$ cat config.mk
export PLATFORM = sky130hd
export DESIGN_NAME = udp_report_tx
export DESIGN_NICKNAME = d
export VERILOG_FILES = /design/src/rtl/udp_report_tx.sv
export SDC_FILE = /design/constraint.sdc
export NUM_CORES = 1
export LEC_CHECK = 0
export ABC_AREA = 1
export CAP_MARGIN = 0
export CORE_ASPECT_RATIO = 0.7
export CORE_MARGIN = 4
export CORE_UTILIZATION = 40
export CTS_CLUSTER_SIZE = 24
export DETAILED_ROUTE_END_ITERATION = 8
export SYNTH_ARGS = -nofsm -noshare
export SYNTH_HDL_FRONTEND = slang
export SYNTH_SLANG_ARGS = --single-unit
$ cat constraint.sdc
create_clock -name clk_udp -period 9.85 [get_ports clk_udp]
set_clock_uncertainty 0.15 [all_clocks]
set_input_delay 1.4775 -clock clk_udp [delete_from_list [all_inputs] [get_ports clk_udp]]
set_output_delay 1.4775 -clock clk_udp [all_outputs]
set_load 0.02 [all_outputs]
$ cat src/rtl/udp_report_tx.sv
// udp_report_tx: frames order-report words into a UDP-style byte stream.
// The frame is a fixed 42-byte header, a 3-byte opcode, and then either the
// payload words (big-endian) or a single 00 pad byte. The output byte is
// registered and follows AXI-Stream valid/ready rules.
module udp_report_tx #(
  parameter logic [31:0] DEST_IP   = 32'hC0A80132,
  parameter logic [15:0] SRC_PORT  = 16'd55555,
  parameter logic [7:0]  FILL_BYTE = 8'hAA,
  parameter int          MAX_WORDS = 64
) (
  input  logic        clk_udp,
  input  logic        rst_udp,
  input  logic        cmd_valid,
  output logic        cmd_ready,
  input  logic [23:0] cmd_opcode,
  input  logic        cmd_empty,
  input  logic [31:0] s_word_tdata,
  input  logic        s_word_tvalid,
  input  logic        s_word_tlast,
  output logic        s_word_tready,
  output logic [7:0]  m_axis_tdata,
  output logic        m_axis_tvalid,
  output logic        m_axis_tlast,
  input  logic        m_axis_tready,
  output logic        overflow,
  output logic [15:0] frames_sent
);
  localparam int WCW = $clog2(MAX_WORDS + 1);

  typedef enum logic [2:0] {IDLE, HDR, OPC, PAY, PAD, DRAIN} state_t;

  state_t          state_q, state_d;
  logic [5:0]      hdr_idx_q, hdr_idx_d;
  logic [1:0]      opc_idx_q, opc_idx_d;
  logic [23:0]     opcode_q, opcode_d;
  logic            empty_q, empty_d;
  logic [31:0]     word_q, word_d;     // byte holder, next byte always in [31:24]
  logic [2:0]      rem_q, rem_d;       // bytes left in the holder
  logic            wlast_q, wlast_d;   // holder word ends the frame
  logic            wtrunc_q, wtrunc_d; // ...because MAX_WORDS was reached
  logic [WCW-1:0]  wcnt_q, wcnt_d;
  logic [7:0]      tdata_q, tdata_d;
  logic            tvalid_q, tvalid_d;
  logic            tlast_q, tlast_d;
  logic            overflow_q, overflow_d;
  logic [15:0]     frames_q, frames_d;

  logic adv;        // output register may take a new byte this cycle
  logic word_take;
  logic new_last;

  assign m_axis_tdata  = tdata_q;
  assign m_axis_tvalid = tvalid_q;
  assign m_axis_tlast  = tlast_q;
  assign overflow      = overflow_q;
  assign frames_sent   = frames_q;

  function automatic logic [7:0] hdr_byte(input logic [5:0] i);
    case (i)
      6'd12:   return 8'h08;
      6'd13:   return 8'h00;
      6'd23:   return 8'h11;
      6'd30:   return DEST_IP[31:24];
      6'd31:   return DEST_IP[23:16];
      6'd32:   return DEST_IP[15:8];
      6'd33:   return DEST_IP[7:0];
      6'd34:   return SRC_PORT[15:8];
      6'd35:   return SRC_PORT[7:0];
      default: return FILL_BYTE;
    endcase
  endfunction

  // Next-state, byte sequencing and word handshake.
  always_comb begin
    state_d    = state_q;
    hdr_idx_d  = hdr_idx_q;
    opc_idx_d  = opc_idx_q;
    opcode_d   = opcode_q;
    empty_d    = empty_q;
    word_d     = word_q;
    rem_d      = rem_q;
    wlast_d    = wlast_q;
    wtrunc_d   = wtrunc_q;
    wcnt_d     = wcnt_q;
    tdata_d    = tdata_q;
    tvalid_d   = tvalid_q;
    tlast_d    = tlast_q;
    overflow_d = overflow_q;
    frames_d   = frames_q;
    cmd_ready     = 1'b0;
    s_word_tready = 1'b0;

    adv       = !tvalid_q || m_axis_tready;
    new_last  = s_word_tlast || (wcnt_q == WCW'(MAX_WORDS - 1));
    word_take = 1'b0;

    if (tvalid_q && m_axis_tready && tlast_q) frames_d = frames_q + 16'd1;

    // Byte leaves unless a state below refills the register.
    if (adv) begin
      tvalid_d = 1'b0;
      tlast_d  = 1'b0;
    end

    case (state_q)
      IDLE: begin
        // Wait for the previous tlast byte to leave, so header byte 0 loads at accept.
        cmd_ready = adv;
        if (cmd_valid && adv) begin
          opcode_d  = cmd_opcode;
          empty_d   = cmd_empty;
          tdata_d   = hdr_byte(6'd0);
          tvalid_d  = 1'b1;
          hdr_idx_d = 6'd1;
          opc_idx_d = 2'd0;
          rem_d     = 3'd0;
          wlast_d   = 1'b0;
          wtrunc_d  = 1'b0;
          wcnt_d    = '0;
          state_d   = HDR;
        end
      end
      HDR: if (adv) begin
        tdata_d  = hdr_byte(hdr_idx_q);
        tvalid_d = 1'b1;
        if (hdr_idx_q == 6'd41) state_d = OPC;
        else                    hdr_idx_d = hdr_idx_q + 6'd1;
      end
      OPC: if (adv) begin
        case (opc_idx_q)
          2'd0:    tdata_d = opcode_q[23:16];
          2'd1:    tdata_d = opcode_q[15:8];
          default: tdata_d = opcode_q[7:0];
        endcase
        tvalid_d = 1'b1;
        if (opc_idx_q == 2'd2) state_d = empty_q ? PAD : PAY;
        else                   opc_idx_d = opc_idx_q + 2'd1;
      end
      PAD: if (adv) begin
        tdata_d  = 8'h00;
        tvalid_d = 1'b1;
        tlast_d  = 1'b1;
        state_d  = IDLE;
      end
      PAY: begin
        // Refill when empty, or when the last held byte moves out this cycle.
        s_word_tready = (rem_q == 3'd0) || (rem_q == 3'd1 && adv && !wlast_q);
        word_take     = s_word_tready && s_word_tvalid;
        if (rem_q != 3'd0) begin
          if (adv) begin
            tdata_d  = word_q[31:24];
            tvalid_d = 1'b1;
            word_d   = {word_q[23:0], 8'h00};
            rem_d    = rem_q - 3'd1;
            if (rem_q == 3'd1 && wlast_q) begin
              tlast_d = 1'b1;
              if (wtrunc_q) begin
                overflow_d = 1'b1;
                state_d    = DRAIN;
              end else begin
                state_d    = IDLE;
              end
            end
          end
          if (word_take) begin
            word_d = s_word_tdata;
            rem_d  = 3'd4;
          end
        end else if (word_take) begin
          // Holder empty: first byte goes straight to the output to avoid a gap.
          if (adv) begin
            tdata_d  = s_word_tdata[31:24];
            tvalid_d = 1'b1;
            word_d   = {s_word_tdata[23:0], 8'h00};
            rem_d    = 3'd3;
          end else begin
            word_d   = s_word_tdata;
            rem_d    = 3'd4;
          end
        end
        if (word_take) begin
          wlast_d  = new_last;
          wtrunc_d = new_last && !s_word_tlast;
          wcnt_d   = (wcnt_q == WCW'(MAX_WORDS)) ? wcnt_q : wcnt_q + WCW'(1);
        end
      end
      DRAIN: begin
        s_word_tready = 1'b1;
        if (s_word_tvalid && s_word_tlast) state_d = IDLE;
      end
      default: state_d = IDLE;
    endcase
  end

  // State and datapath registers.
  always_ff @(posedge clk_udp or posedge rst_udp) begin
    if (rst_udp) begin
      state_q    <= IDLE;
      hdr_idx_q  <= '0;
      opc_idx_q  <= '0;
      opcode_q   <= '0;
      empty_q    <= 1'b0;
      word_q     <= '0;
      rem_q      <= '0;
      wlast_q    <= 1'b0;
      wtrunc_q   <= 1'b0;
      wcnt_q     <= '0;
      tdata_q    <= '0;
      tvalid_q   <= 1'b0;
      tlast_q    <= 1'b0;
      overflow_q <= 1'b0;
      frames_q   <= '0;
    end else begin
      state_q    <= state_d;
      hdr_idx_q  <= hdr_idx_d;
      opc_idx_q  <= opc_idx_d;
      opcode_q   <= opcode_d;
      empty_q    <= empty_d;
      word_q     <= word_d;
      rem_q      <= rem_d;
      wlast_q    <= wlast_d;
      wtrunc_q   <= wtrunc_d;
      wcnt_q     <= wcnt_d;
      tdata_q    <= tdata_d;
      tvalid_q   <= tvalid_d;
      tlast_q    <= tlast_d;
      overflow_q <= overflow_d;
      frames_q   <= frames_d;
    end
  end
endmodule

==> results.md <==
* Status: completed
* Period minus WS final at 4.90 ns
* Leading area contributor after synthesis: dfrtp_1
* Wirelength, routed at about 17000 um
* Netlist cell types at between 40 and 50
* Min-delay src: frames_sent[15]
* Placed cell count at 1102
* PnR worst setup slack at 4.95 ns
* CTS Buffer Depth at 2
* # hold bufs at CTS at 0
* Hold depth at 1
* Global route overflow at 0
* DP HPWL at 11900 um
* Clock share of power at 18.5%
* Iteration-0 DRC Markers at 385
* Flip-flop and latch area at about 2700 um^2
* Crit path DAT at around 3.3 ns
* Area of the multi-input gates at 2950 um^2
* Routed Antenna Nets at 0
* Largest net degree at the start of global routing at 59
* # DRC at 0
* EDFF count, synth at 0
* CTS tree: yes
* Post-CTS Setup Inserts at 0
* TritonCTS Buffers at 9
* Worst setup path start: m_axis_tready
* Reg2Reg Depth at 9
* Startpoint types: primary input
* Clock slew at reported path FFs at 0.08 ns
* Number of port buffers at 91
* Clock Sink Count at between 100 and 150
* Area growth syn-to-layout at 21.3%
* Initial antenna violation count at 0
* Crit path max fanout at 8
* Sequential power share at between 30% and 40%
* Chip height at 113 um
* Relative slew slack at approximately 34%
* Fin Setup TNS at 0 ns
* R2R Setup Slk at 6.36 ns
* Clock Tree Root: clkbuf_16
* Syn Nets at 918
* Cell count after synthesis at 842
* Drt pass-1 iters at 5
* Final hold violations at 0
* Comb pwr share at 48.3%
* Net Sw Frac at 45.4%
* Max Cap Viol at 0
* FMAX at approximately 200 MHz
* Yosys top cell area share at a little over two fifths
* Starting density of the core at between 40% and 50%
* Internal power at approximately 1.1 mW
* Leak Pwr at 3.71 nW
* Worst Tran Pin Value at 0.988 ns
* Unrepaired setup endpoints after global routing: no
* Vias in the first global route at roughly 5300
* Most frequent cells in the layout: 238 x nand2_1, 114 x inv_1, 107 x dfrtp_1
* Power density over the cells at 266 nW/um^2
* Core area at 15000 um^2
* WHS at 0.328 ns
* Diode count at 0
* Post-place setup slack at between 4 and 5 ns
* Via-to-Cell Ratio at 5.03
* Main synth FF type: dfrtp_1
* FFs w/ async S/R, synth at 100%
* Die Width at ~160 um
* Leading cell type in the layout, fill and taps excluded: nand2_1
* CP Data Required Time at 8.22 ns
* WHS Endpoint: frames_sent[15]
* Final period utilization at 49.7%
* Final setup vio count at 0
* Detailed-route via count at about 5600
* Gpl congestion at just under 0.9
* Post-CTS sizing at 0
* Htree depth at 3
* Final nets at 994
* WS Path Type: in2out
* Worst ir drop on vdd at 0.000144 V
* Fillers at between 1000 and 1500
* Layout cells sized above 1 at 5.74%
* Total GRT Usage at 18.9%
* Global-route wire length before repair at 27400 um
* Mean Syn Cell Area at between 7 and 8 um^2
* Hold crit path type: reg2reg
* Sequential share of the synthesized area at a little over two fifths
* Worst R2R Start: rem_q[0]
* Worst reg2reg endpoint: word_q[7]
* Die ar. at 17700 um^2
* FF+latch count, synth at 107
* Final Slew Violations at 0
* Critical path endpoint category: output pin
* Final non-filler cell total at 1118
* Post-Syn Area at between 6000 and 7000 um^2
* Num ports at 92
* P_sw at slightly above 900 uW
* Synth area leaders: dfrtp_1 43%, nand2_1 14%, inv_1 6.9%, nand3_1 6.1%, o21ai_0 4.5%
* Skew-Pair Late Insertion Delay at approximately 0.36 ns
* Per-cell routed wire length at 14.8 um
* Yosys warnings at 0
* Rows at 37
stage by stage:
| step | power, mW | instance area, um^2 | utilization, % |
|---|---|---|---|
| floorplan | 1.38 | 6250 | - |
| detailed placement | 1.64 | 7270 | 48.5 |
| CTS | 2.02 | 7580 | 50.5 |
| finish | 2.02 | 7580 | 50.5 |
| global route | 2.19 | 7580 | 50.5 |
| global placement | 1.64 | 7270 | 48.5 |
Yosys cell counts (2+ instances only):
library cell    n
nand3_2         2
nor2_2          2
dfrtp_1       107
clkbuf_1       13
nand2_2         5
inv_1         115
a22oi_2        10
nand2_1       238
o211ai_1        7
nand3_1        76
o22ai_1        18
a21oi_2         2
nor2_1         73
xnor2_1         8
o21ai_0        56
ha_1           13
buf_6           2
nor3_1          8
buf_2           9
nand4_1        12
buf_4           4
a22oi_1        15
inv_2           7
a21oi_1         8
o21ai_1         4
xor2_1         12
a31oi_1         2
flip-flops by register name, summed over array words and instances (netlist names), 2 cells and up:
name,flops
opc_idx_q,2
wcnt_q,7
rem_q,3
hdr_idx_q,6
state_q,3
frames_sent,16
opcode_q,24
m_axis_tdata,8
word_q,32
how the worst max path moves through the flow:
stage,depth (start not counted),end,slack [ns]
CTS,8,s_word_tready,4.98
global route,8,s_word_tready,4.84
floorplan,1,empty_q,5.41
detailed placement,8,s_word_tready,4.98
finish,8,s_word_tready,4.95
global placement,8,s_word_tready,4.98
worst max-delay path, stage by stage:
cell,delay (ns)
clkdlybuf4s50_1,0.50
inv_1,0.06
nand2_2,0.14
nand3_1,0.14
nand2_1,0.10
nand2_1,0.07
o21ai_0,0.12
clkdlybuf4s50_1,0.65
area by class of cell:
class                   count  share of cell area [%]
multi-input cells         583                    39.0
well taps                 195                    3.22
flip-flops and latches    107                    35.3
inverters                 124                    6.24
clock buffers              10                    3.15
repair buffers             93                    12.2
clock inverters             6                   0.859
power by group through the flow:
| stage | clock network [mW] | registers [mW] | logic [mW] |
|---|---|---|---|
| 2_1_floorplan | 0 | 0.680 | 0.696 |
| 3_3_place_gp | 0 | 0.673 | 0.963 |
| 3_5_place_dp | 0 | 0.675 | 0.968 |
| 4_1_cts | 0.381 | 0.668 | 0.973 |
| 5_1_grt | 0.398 | 0.688 | 1.10 |
| 6_report | 0.373 | 0.670 | 0.974 |
per-layer routing:
metal	global-route usage [%]	vias to the layer above	routed length, um
li1	-	2856	-
met1	30.4	2617	8890
met2	26.3	138	6720
met3	3.47	12	741
met4	3.50	0	161
met5	0	-	0
cells by family (layout without fill, tap and decap cells):
family | Yosys count | in the layout | synth area share, %
buffers and inverters | 152 | 233 | 9.87
adders and majority gates | 13 | 13 | 2.60
AOI/OAI and AO/OA | 129 | 129 | 13.4
DFF | 107 | 107 | 42.9
xor gates and xnor gates | 20 | 20 | 2.80
and+or+nand+nor | 421 | 421 | 28.5
No activity file was read; power rests on OpenSTA's default activity.
